--- src/rtl/ysyx_25020047_dmem_ctrl_if.sv ---
// rtl/ysyx_25020047_dmem_ctrl_if.sv - LSU request/response and memory port bundle for the data memory controller
interface ysyx_25020047_dmem_ctrl_if;
    logic        req_valid;
    logic        req_ready;
    logic        req_wen;
    logic [2:0]  req_funct3;
    logic [31:0] req_addr;
    logic [31:0] req_wdata;
    logic        rsp_valid;
    logic        rsp_ready;
    logic [31:0] rsp_rdata;
    logic        rsp_err;
    logic        mem_en;
    logic        mem_we;
    logic [31:0] mem_addr;
    logic [31:0] mem_wdata;
    logic [3:0]  mem_wmask;
    logic [31:0] mem_rdata;

    modport slave (
        input  req_valid, req_wen, req_funct3, req_addr, req_wdata, rsp_ready, mem_rdata,
        output req_ready, rsp_valid, rsp_rdata, rsp_err,
        output mem_en, mem_we, mem_addr, mem_wdata, mem_wmask
    );

    modport master (
        output req_valid, req_wen, req_funct3, req_addr, req_wdata, rsp_ready, mem_rdata,
        input  req_ready, rsp_valid, rsp_rdata, rsp_err,
        input  mem_en, mem_we, mem_addr, mem_wdata, mem_wmask
    );
endinterface

--- src/rtl/ysyx_25020047_dmem_ctrl.sv ---
// rtl/ysyx_25020047_dmem_ctrl.sv - LSU-facing data memory controller with injected access latency
module ysyx_25020047_dmem_ctrl #(
    parameter int unsigned LATENCY = 2
) (
    input  logic                            clk,
    input  logic                            rst_n,
    ysyx_25020047_dmem_ctrl_if.slave        bus
);
    typedef enum logic [2:0] {IDLE, WAIT, ACCESS, CAPT, RESP} state_t;

    localparam logic [3:0] LAT = 4'(LATENCY);

    state_t      state, state_nx;
    logic [3:0]  cnt, cnt_nx;
    logic        wen_q;
    logic [2:0]  funct3_q;
    logic [31:0] addr_q;
    logic [31:0] wdata_q;
    logic [31:0] rdata_q;
    logic        err_q;
    logic        req_ok;
    logic [31:0] lane;
    logic [31:0] load_val;
    logic [3:0]  store_mask;

    // Legality is judged on the live request so an illegal one never enters the memory path.
    always_comb begin
        req_ok = 1'b0;
        case (bus.req_funct3)
            3'b000:  req_ok = 1'b1;
            3'b001:  req_ok = ~bus.req_addr[0];
            3'b010:  req_ok = (bus.req_addr[1:0] == 2'b00);
            3'b100:  req_ok = ~bus.req_wen;
            3'b101:  req_ok = ~bus.req_wen & ~bus.req_addr[0];
            default: req_ok = 1'b0;
        endcase
    end

    assign lane = bus.mem_rdata >> {addr_q[1:0], 3'b000};

    always_comb begin
        load_val = lane;
        case (funct3_q)
            3'b000:  load_val = {{24{lane[7]}}, lane[7:0]};
            3'b001:  load_val = {{16{lane[15]}}, lane[15:0]};
            3'b100:  load_val = {24'd0, lane[7:0]};
            3'b101:  load_val = {16'd0, lane[15:0]};
            default: load_val = lane;
        endcase
    end

    always_comb begin
        case (funct3_q[1:0])
            2'b00:   store_mask = 4'b0001 << addr_q[1:0];
            2'b01:   store_mask = 4'b0011 << addr_q[1:0];
            default: store_mask = 4'b1111;
        endcase
    end

    always_comb begin
        state_nx = state;
        cnt_nx   = cnt;
        case (state)
            IDLE: begin
                if (bus.req_valid) begin
                    if (!req_ok) begin
                        state_nx = RESP;
                    end else if (LAT == 4'd0) begin
                        state_nx = ACCESS;
                    end else begin
                        state_nx = WAIT;
                        cnt_nx   = LAT;
                    end
                end
            end
            WAIT: begin
                cnt_nx = cnt - 4'd1;
                if (cnt <= 4'd1) begin
                    state_nx = ACCESS;
                end
            end
            ACCESS:  state_nx = CAPT;
            CAPT:    state_nx = RESP;
            RESP:    if (bus.rsp_ready) state_nx = IDLE;
            default: state_nx = IDLE;
        endcase
    end

    // Memory-side outputs are forced to zero outside the single ACCESS cycle.
    always_comb begin
        bus.req_ready = (state == IDLE);
        bus.rsp_valid = (state == RESP);
        bus.rsp_rdata = rdata_q;
        bus.rsp_err   = err_q;
        bus.mem_en    = 1'b0;
        bus.mem_we    = 1'b0;
        bus.mem_addr  = 32'd0;
        bus.mem_wdata = 32'd0;
        bus.mem_wmask = 4'd0;
        if (state == ACCESS) begin
            bus.mem_en   = 1'b1;
            bus.mem_we   = wen_q;
            bus.mem_addr = {addr_q[31:2], 2'b00};
            if (wen_q) begin
                bus.mem_wdata = wdata_q << {addr_q[1:0], 3'b000};
                bus.mem_wmask = store_mask;
            end
        end
    end

    always_ff @(posedge clk or negedge rst_n) begin
        if (!rst_n) begin
            state    <= IDLE;
            cnt      <= 4'd0;
            wen_q    <= 1'b0;
            funct3_q <= 3'd0;
            addr_q   <= 32'd0;
            wdata_q  <= 32'd0;
            rdata_q  <= 32'd0;
            err_q    <= 1'b0;
        end else begin
            state <= state_nx;
            cnt   <= cnt_nx;
            if (state == IDLE && bus.req_valid) begin
                wen_q    <= bus.req_wen;
                funct3_q <= bus.req_funct3;
                addr_q   <= bus.req_addr;
                wdata_q  <= bus.req_wdata;
                rdata_q  <= 32'd0;
                err_q    <= ~req_ok;
            end
            if (state == CAPT) begin
                rdata_q <= wen_q ? 32'd0 : load_val;
            end
            if (state == RESP && bus.rsp_ready) begin
                rdata_q <= 32'd0;
                err_q   <= 1'b0;
            end
        end
    end
endmodule

--- src/flat_wrapper.sv ---
// flat-port wrapper written by rule: the top's interface ports become plain ports
module ysyx_25020047_dmem_ctrl_flat 
#(
    parameter int unsigned LATENCY = 2
)
  (clk, rst_n, bus_req_valid, bus_req_wen, bus_req_funct3, bus_req_addr, bus_req_wdata, bus_rsp_ready, bus_mem_rdata, bus_req_ready, bus_rsp_valid, bus_rsp_rdata, bus_rsp_err, bus_mem_en, bus_mem_we, bus_mem_addr, bus_mem_wdata, bus_mem_wmask);
  ysyx_25020047_dmem_ctrl_if bus_i ();
  input  logic clk;
  input  logic rst_n;
  input wire logic [$bits(bus_i.req_valid)-1:0] bus_req_valid;
  input wire logic [$bits(bus_i.req_wen)-1:0] bus_req_wen;
  input wire logic [$bits(bus_i.req_funct3)-1:0] bus_req_funct3;
  input wire logic [$bits(bus_i.req_addr)-1:0] bus_req_addr;
  input wire logic [$bits(bus_i.req_wdata)-1:0] bus_req_wdata;
  input wire logic [$bits(bus_i.rsp_ready)-1:0] bus_rsp_ready;
  input wire logic [$bits(bus_i.mem_rdata)-1:0] bus_mem_rdata;
  output wire logic [$bits(bus_i.req_ready)-1:0] bus_req_ready;
  output wire logic [$bits(bus_i.rsp_valid)-1:0] bus_rsp_valid;
  output wire logic [$bits(bus_i.rsp_rdata)-1:0] bus_rsp_rdata;
  output wire logic [$bits(bus_i.rsp_err)-1:0] bus_rsp_err;
  output wire logic [$bits(bus_i.mem_en)-1:0] bus_mem_en;
  output wire logic [$bits(bus_i.mem_we)-1:0] bus_mem_we;
  output wire logic [$bits(bus_i.mem_addr)-1:0] bus_mem_addr;
  output wire logic [$bits(bus_i.mem_wdata)-1:0] bus_mem_wdata;
  output wire logic [$bits(bus_i.mem_wmask)-1:0] bus_mem_wmask;
  assign bus_i.req_valid = bus_req_valid;
  assign bus_i.req_wen = bus_req_wen;
  assign bus_i.req_funct3 = bus_req_funct3;
  assign bus_i.req_addr = bus_req_addr;
  assign bus_i.req_wdata = bus_req_wdata;
  assign bus_i.rsp_ready = bus_rsp_ready;
  assign bus_i.mem_rdata = bus_mem_rdata;
  assign bus_req_ready = bus_i.req_ready;
  assign bus_rsp_valid = bus_i.rsp_valid;
  assign bus_rsp_rdata = bus_i.rsp_rdata;
  assign bus_rsp_err = bus_i.rsp_err;
  assign bus_mem_en = bus_i.mem_en;
  assign bus_mem_we = bus_i.mem_we;
  assign bus_mem_addr = bus_i.mem_addr;
  assign bus_mem_wdata = bus_i.mem_wdata;
  assign bus_mem_wmask = bus_i.mem_wmask;
  ysyx_25020047_dmem_ctrl #(.LATENCY(LATENCY)) u_core (.clk(clk), .rst_n(rst_n), .bus(bus_i));
endmodule
--- config.mk ---
export PLATFORM = sky130hd
export DESIGN_NAME = ysyx_25020047_dmem_ctrl_flat
export DESIGN_NICKNAME = d
export VERILOG_FILES = /design/src/rtl/ysyx_25020047_dmem_ctrl_if.sv /design/src/rtl/ysyx_25020047_dmem_ctrl.sv /design/src/flat_wrapper.sv
export SDC_FILE = /design/constraint.sdc
export NUM_CORES = 1
export LEC_CHECK = 0
export CAP_MARGIN = 20
export CORE_MARGIN = 2
export CORE_UTILIZATION = 45
export CTS_CLUSTER_DIAMETER = 150
export DETAILED_ROUTE_END_ITERATION = 16
export GPL_TIMING_DRIVEN = 0
export PLACE_DENSITY_LB_ADDON = 0.3
export SLEW_MARGIN = 20
export SYNTH_ARGS = -nofsm -noshare
export SYNTH_HDL_FRONTEND = slang
export SYNTH_SLANG_ARGS = --single-unit
export TNS_END_PERCENT = 100
--- constraint.sdc ---
create_clock -name clk -period 2.4 [get_ports clk]
set_clock_uncertainty 0.15 [all_clocks]
set_input_delay 0.48 -clock clk [delete_from_list [all_inputs] [get_ports clk]]
set_output_delay 0.48 -clock clk [all_outputs]
set_load 0.05 [all_outputs]
; ---- After elaboration in Yosys (flattened, before gate mapping)
; Cells that the tools add are included.
[classes]
order_cmp = 1
n_shift = 4
reduce_logical = 12
n_bitwise = 4
muxes = 24
n_eq_ne = 16
addsub = 1
[op_table]
columns = cell, count
row1 = $mux 32, 7
row2 = $pmux 32 s4, 1
row3 = $shl 32x5->32, 1
row4 = $shr 32x5->32, 1
row5 = $mux 4, 4
row6 = $pmux 4 s2, 2
row7 = $eq 3x3->1 const B, 5
row8 = $pmux 3 s5, 1
row9 = $mux 3, 4
row10 = $eq 3x1->1 const B, 3
row11 = $eq 3x2->1 const B, 3
row12 = $logic_not 3->1, 3
row13 = $reduce_and 3->1, 2
row14 = $pmux 1 s5, 1
row15 = $le 4x1->1 const B, 1
row16 = $logic_not 2->1, 2
row17 = $mux 1, 4
row18 = $ne 2x1->1 const B, 2
row19 = $ne 2x2->1 const B, 2
row20 = $reduce_bool 2->1, 2
row21 = $shl 1x2->4 const A, 1
row22 = $shl 2x2->4 const A, 1
row23 = $sub 4x1->4 const B, 1
row24 = $not 1->1, 3
row25 = 4 further kinds, 5
[totals]
reg_bits = 108
output_inout_bits = 105
wordCells = 70

; ---- Depth between registers and ports, before layout
; Gate-level depths: netlist (run 1).
[logic_depth]
ltp_word = 6
mapped_depth = 7
depth_no_buf = 6

; ---- Worst setup path before layout (run 1)
; Ideal clock, no wire load.
[synth_timing]
kind = reg-to-output
from = reg u_core.state[0]
to = out bus_mem_wdata[24]
setup_slack_ps = -628
path_stages_with_launch = 6
arrival_ps = 2398
n_path_buf = 2
cell_sequence = dfrtp_1 -> clkbuf_1 -> nor3b_2 -> nand2_1 -> clkbuf_1 -> a211oi_1
[synth_via]
elab_chain_cells = 2
[synth_rtl]
columns = item, line
row1 = "start, declared", ysyx_25020047_dmem_ctrl.sv:13  ; state_t state, state_nx;
row2 = "start signal, assigned", ysyx_25020047_dmem_ctrl.sv:122  ; state <= state_nx;
row3 = $eq 3x2->1, ysyx_25020047_dmem_ctrl.sv:100  ; if (state == ACCESS) begin
row4 = $mux 32, ysyx_25020047_dmem_ctrl.sv:100
row5 = "end, declared", flat_wrapper.sv:24  ; output wire logic [$bits(bus_i.mem_wdata)-1:0] bus_mem_wdata;
; No other way between the ends.

; ---- Worst setup path after layout (run 1)
; Same ends and word-level chain as after synthesis.

==> impl_metrics.csv, run 1 <==
group,metric,value,unit
timing,slew_headroom,0.593,
timing,min_period,2.67,ns
synth,synth_seq_cells,108,
timing,worst_pin_slew,0.607,ns
power_and_ir_drop,powerDensity,1100,nW/um^2
routing,drt-total-wl,19300,um
timing,hold_viol,0,
cts,clkLatencyLatePin,0.34,ns
critical_path,cp_slowest_stage_delay,0.41,ns
cts,clockBufferDepth,2,
status,violations,"setup timing",
floorplan,initial_core_util,0.455,
global_routing,use_met3,0.0654,
placement,dpl.hpwl,13500,um
power_and_ir_drop,ir_drop,0.548,mV
critical_path,start_kind,"register",
global_routing,gr-usage-met1,0.346,
timing,fin_crit_sh,1.11,
critical_path,worstSetupEndpointType,"output pin",
floorplan,die_w,117,um
placement,gp_congestion,0.888,
critical_path,critPathTopFamily,"buffers and inverters",
timing,rsz0062_at_grt,"yes",
floorplan,die_y,117,um
critical_path,critical_path_class,"register to output pin",
critical_path,critPathSlowestCell,"dfrtp_1",
timing,report.final.slew_viol_count,0,
cts,cts_tree,"done",
timing,worst_slack,-0.269,ns
synth,ys_types,47,
global_routing,grt_start_max_net_pins,72,
synth,synth.avg_cell_area,8.98,um^2
timing,finalSetupViolCount,66,
placement,dpl_worst_slack,-1.12,ns
global_routing,track_usage,0.283,
job,cap_viol_max_count,0,
critical_path,cp_common_cell,"clkbuf_8",
routing,drc,0,
cts,numCtsBuffers,9,
routing,drtIter0Drc,436,
routing,via_count,5683,
placement,port_buffers,206,
cts,cts-root-buf,"clkbuf_16",
finish,fin_util,0.746,
cts,clk_pin_slew,0.07,ns
routing,routedWlPerCell,18.3,um
power_and_ir_drop,totalPowerFinal,10.2,mW
synth,synth_edf_count,0,
critical_path,cp_max_fo,5,
synth,synth.largest_area_cell,"dfrtp_1",
cts,cts_num_sinks,108,
synth,synthCells,635,
timing,timing.fmax,375,MHz
status,status,"complete, but fails checks",
finish,final_common_cell,"nand2_1",
synth,syn_area,5700,um^2
finish,fin_nets,985,
finish,diodes,0,
synth,synth_seq_area_share,0.474,
critical_path,path_cells,"clkbuf_8 > nor3b_4 > buf_12 > nand2_2 > clkbuf_8 > a211oi_4 > buf_6",
synth,synth.area.top_cells,"dfrtp_1 47%, nand2_1 13%, mux2i_1 6.0%",
global_routing,grt_pass1_vias,5961,
critical_path,crit_buf_inv,4,
global_routing,grt.busiest_layer,"met2",
cts,htreeDepth,3,
floorplan,rows,41,
global_routing,grt-ovfl-total,0,
global_routing,antenna_found_initial,0,
synth,synth.top_cell.area_share,0.474,
synth,async_reset_ff_frac,1.00,
global_routing,grt_pass1_wl,29600,um
routing,avgViaCountPerCell,5.38,
critical_path,cp.arrival,2.04,ns
floorplan,io_pins,209,
synth,yosysWarningCount,0,
floorplan,coreArea,12500,um^2
finish,area_growth_syn_to_layout,63.8,%
finish,drive_above_1_share,0.270,
floorplan,die_area,13600,um^2
synth,ys.flop_type,"dfrtp_1",
routing,ant_nets,0,
power_and_ir_drop,power.leakage,4.28,nW
global_routing,gr-usage-met2,0.473,
finish,final_cell_mix,"204 x nand2_1, 135 x clkdlybuf4s50_1, 108 x dfrtp_1",
hold_path,hp-class,"register to register",
routing,dr.pass1.iters,7,
critical_path,required,1.77,ns
==> path summary, 6_finish.rpt <==
| kind | from | end | slack (ns) | depth (start not counted) |
|---|---|---|---|---|
| setup / recovery | u_core.state[0]$_DFFE_PN0P_ | bus_mem_wdata[24] | -0.27 | 7 |
| hold / removal | u_core.wdata_q[27]$_DFFE_PN0P_ | u_core.wdata_q[27]$_DFFE_PN0P_ | 0.32 | 2 |
| setup reg to reg | u_core.state[0]$_DFFE_PN0P_ | u_core.wdata_q[10]$_DFFE_PN0P_ | 0.17 | 6 |
| hold reg to reg | u_core.wdata_q[27]$_DFFE_PN0P_ | u_core.wdata_q[27]$_DFFE_PN0P_ | 0.32 | 2 |
| max in group asynchronous | rst_n | u_core.wdata_q[7]$_DFFE_PN0P_ | 0.99 | 3 |
| min in group asynchronous | rst_n | u_core.bus.rsp_rdata[13]$_DFFE_PN0P_ | 0.45 | 2 |
==> synth_stat cells (2+ instances only) <==
| cell | n |
|---|---|
| a211oi_1 | 16 |
| a21oi_1 | 29 |
| a21oi_2 | 2 |
| a221o_1 | 17 |
| a22o_1 | 3 |
| and2_1 | 38 |
| buf_2 | 17 |
| buf_4 | 6 |
| buf_6 | 5 |
| clkbuf_1 | 21 |
| dfrtp_1 | 108 |
| ha_1 | 2 |
| inv_1 | 5 |
| mux2_2 | 9 |
| mux2i_1 | 34 |
| nand2_1 | 205 |
| nand3_1 | 2 |
| nand3b_1 | 9 |
| nor2_1 | 34 |
| nor2_2 | 2 |
| nor2b_1 | 12 |
| nor3_1 | 6 |
| nor3b_2 | 3 |
| o211ai_1 | 2 |
| o21ai_0 | 11 |
| o21bai_1 | 2 |
| o2bb2ai_1 | 15 |
==> where the power goes <==
| part | switching [mW] | internal [mW] | total [mW] | leakage [nW] |
|---|---|---|---|---|
| registers | 0.580 | 2.48 | 3.06 | 1.39 |
| logic | 3.24 | 2.25 | 5.49 | 2.73 |
| clock network | 0.676 | 1.01 | 1.68 | 0.170 |
==> kinds of logic (layout without fill, tap and decap cells) <==
kind of cell    Yosys count  after routing  share of synthesized area
other cells               1              2                   0.000658
buf+inv                  54            302                     0.0498
simple gates            321            321                      0.257
fa+ha+maj                 2              2                    0.00439
mux                      44             44                     0.0814
flops                   108            108                      0.474
compound gates          105            105                      0.133
==> flip-flops by register name (all words and copies together) (netlist names) <==
register / flops
u_core.addr_q: 32
u_core.bus.rsp_rdata: 32
u_core.wen_q: 1
u_core.wdata_q: 32
u_core.state: 3
u_core.funct3_q: 3
u_core.cnt: 4
u_core.bus.rsp_err: 1
==> routing by layer <==
metal / routed length [um] / vias to the layer above
li1: - / 2615
met1: 7530 / 2760
met2: 9590 / 255
met3: 1490 / 53
met4: 668 / 0
met5: 0 / -
==> tightest hold or removal path, stage by stage, from the launching register on <==
cell and delay [ns]:
dfrtp_1 0.34, nand2_1 0.05, nand2_1 0.05
==> metrics by stage <==
| stage | hold slack, ns | area, um^2 | setup TNS [ns] | std cells |
|---|---|---|---|---|
| floorplan | 0.0344 | 5850 | -1.46 | 636 |
| global placement | 0.301 | 8130 | -420.11 | 1014 |
| CTS | 0.324 | 9220 | -7.97 | 1053 |
| detailed placement | 0.257 | 8160 | -57.10 | 1015 |
| finish | 0.323 | 9340 | -9.34 | 1056 |
| global route | 0.357 | 9340 | -13.08 | 1056 |
==> final cells by class <==
| cell class | count | area, um^2 |
|---|---|---|
| clock inverter | 4 | 77.6 |
| clock buffer | 12 | 267 |
| buffer | 49 | 419 |
| tap | 172 | 215 |
| fill | 884 | 3180 |
| multi-input combinational | 474 | 3100 |
| timing repair buffer | 232 | 2540 |
| inverter | 5 | 18.8 |
| sequential | 108 | 2700 |
==> timing repair <==
action / in CTS / in global routing
pin swaps: 7 / 2
setup buffers: 18 / 3
endpoints found under the hold margin: 37 / 0
endpoints found under the setup margin: 70 / 69
cloned: 3 / 1
gates resized for setup: 593 / 41
hold buffers: 1 / 0
Note: power is estimated with default switching activity, not from simulation.
==> run 2: changes to the inputs <==
--- a/config.mk
+++ b/config.mk
@@ -11,6 +11,7 @@
 export CTS_CLUSTER_DIAMETER = 150
 export DETAILED_ROUTE_END_ITERATION = 16
 export GPL_TIMING_DRIVEN = 0
+export HOLD_SLACK_MARGIN = 0.03
 export PLACE_DENSITY_LB_ADDON = 0.3
 export SLEW_MARGIN = 20
 export SYNTH_ARGS = -nofsm -noshare
==> results of run 2 <==
No change in the layout: final DEF, timing and power equal those of run 1.
==> run 3: changes to the inputs <==
--- a/config.mk
+++ b/config.mk
@@ -13,6 +13,7 @@
 export GPL_TIMING_DRIVEN = 0
 export HOLD_SLACK_MARGIN = 0.03
 export PLACE_DENSITY_LB_ADDON = 0.3
+export SKIP_CTS_REPAIR_TIMING = 1
 export SLEW_MARGIN = 20
 export SYNTH_ARGS = -nofsm -noshare
 export SYNTH_HDL_FRONTEND = slang
==> impl_metrics.csv, run 3 (synthesis results as in run 1) <==
group,metric,value,unit
finish,final_common_cell,"nand2_1",
routing,drc,0,
job,cap_viol_max_count,0,
global_routing,grt-ovfl-total,0,
floorplan,io_pins,209,
critical_path,r2r-start,"u_core.state[1]$_DFFE_PN0P_",
placement,gp_congestion,0.888,
cts,clkLatencyLatePin,0.34,ns
timing,rsz0062_at_grt,"yes",
global_routing,grt_pass1_vias,5593,
critical_path,crit_buf_inv,4,
critical_path,critPathTopFamily,"buffers and inverters",
routing,drtIter0Drc,393,
floorplan,rows,41,
floorplan,die_y,117,um
global_routing,grt_start_max_net_pins,72,
critical_path,critical_path_class,"register to output pin",
finish,fin_util,0.735,
placement,dpl.hpwl,13500,um
finish,fill_cells,907,
routing,drt-total-wl,18900,um
power_and_ir_drop,ir_drop,0.564,mV
finish,area_growth_syn_to_layout,61.4,%
floorplan,coreArea,12500,um^2
routing,routedWlPerCell,17.9,um
floorplan,die_w,117,um
timing,report.final.slew_viol_count,0,
routing,via_count,5648,
cts,cts_num_sinks,108,
finish,diodes,0,
timing,fin_crit_sh,1.10,
status,status,"complete, but fails checks",
cts,cts_tree,"done",
global_routing,grt_pass1_wl,27700,um
critical_path,worstSetupStartpoint,"u_core.state[2]$_DFFE_PN0P_",
critical_path,start_kind,"register",
critical_path,cp.arrival,2.00,ns
hold_path,hp-class,"register to register",
timing,timing.fmax,380,MHz
global_routing,antenna_found_initial,0,
status,violations,"setup timing",
cts,clockBufferDepth,2,
power_and_ir_drop,power.leakage,4.24,nW
global_routing,track_usage,0.266,
cts,htreeDepth,3,
timing,min_period,2.63,ns
cts,numCtsBuffers,9,
cts,clk_pin_slew,0.07,ns
hold_path,min-delay-start,"u_core.addr_q[15]$_DFFE_PN0P_",
timing,finalSetupTns,-6.85,ns
routing,dr.pass1.iters,5,
critical_path,cp_max_fo,10,
placement,dpl_worst_slack,-1.12,ns
timing,hold_viol,0,
floorplan,initial_core_util,0.455,
placement,port_buffers,206,
floorplan,die_area,13600,um^2
finish,drive_above_1_share,0.252,
timing,slew_headroom,0.603,
critical_path,cp_common_cell,"buf_6",
critical_path,cp_slowest_stage_delay,0.42,ns
critical_path,critPathSlowestCell,"dfrtp_1",
finish,final_cell_mix,"204 x nand2_1, 135 x clkdlybuf4s50_1, 108 x dfrtp_1",
critical_path,worstSetupEndpointType,"output pin",
finish,fin_nets,985,
timing,worst_pin_slew,0.592,ns
placement,placedInstanceArea,8160,um^2
routing,avgViaCountPerCell,5.35,
cts,cts-root-buf,"clkbuf_16",
timing,finalSetupViolCount,66,
timing,worst_slack,-0.228,ns
critical_path,required,1.77,ns
routing,ant_nets,0,
power_and_ir_drop,powerDensity,1120,nW/um^2
critical_path,path_cells,"buf_6 > nor3b_4 > buf_6 > nand2_2 > buf_12 > a211oi_4 > buf_6",
finish,design_area,9200,um^2
-- run 3: changes by cell type in the layout (fill, tap and decap cells not counted), sizes merged --
cell / before / now
dlygate4sd2: 1 / 0
clkbuf: 35 / 31
buf: 121 / 125
dlymetal6s2s: 0 / 1
-- run 3: path summary, 6_finish.rpt --
| check | to | slack, ns | cells after the start |
|---|---|---|---|
| max in group asynchronous | u_core.wdata_q[7]$_DFFE_PN0P_ | 0.98 | 3 |
| min reg2reg | u_core.addr_q[15]$_DFFE_PN0P_ | 0.32 | 2 |
| max reg2reg | u_core.wdata_q[11]$_DFFE_PN0P_ | 0.31 | 6 |
| max | bus_mem_wdata[25] | -0.23 | 7 |
| min in group asynchronous | u_core.bus.rsp_rdata[12]$_DFFE_PN0P_ | 0.45 | 2 |
| min | u_core.addr_q[15]$_DFFE_PN0P_ | 0.32 | 2 |
-- run 3: layout make-up --
type                            instances  area [um^2]  area share
Multi-Input combinational cell        474         3050       0.332
Tap cell                              172          215      0.0234
Inverter                                5         18.8     0.00204
Buffer                                 49          428      0.0465
Timing Repair Buffer                  232         2440       0.265
Sequential cell                       108         2700       0.294
Clock buffer                           12          267      0.0290
Clock inverter                          4         77.6     0.00843
-- run 3: metal layers --
metal | routed length (um) | GRT usage
met1 | 7600 | 0.326
met5 | 0 | 0
met4 | 507 | 0.112
met3 | 1430 | 0.0623
met2 | 9350 | 0.450
-- run 3: metrics by stage --
step           cells  hold WS [ns]  power, mW
6_report        1056         0.319       10.3
5_1_grt         1056         0.348       10.9
4_1_cts         1031        -0.109       9.33
3_5_place_dp    1015         0.257       7.63
3_3_place_gp    1014         0.301       7.45
2_1_floorplan    636        0.0344       6.18
-- run 3: worst min-delay path: stages (launching register included) --
cell     delay [ns]
dfrtp_1        0.34
nand2_1        0.05
nand2_1        0.05
-- run 3: where the power goes --
group	leakage, nW	switching, mW	total, mW	internal, mW
Sequential	1.39	0.585	3.07	2.48
Combinational	2.68	3.21	5.52	2.31
Clock	0.170	0.683	1.69	1.01
Total	4.24	4.48	10.3	5.80
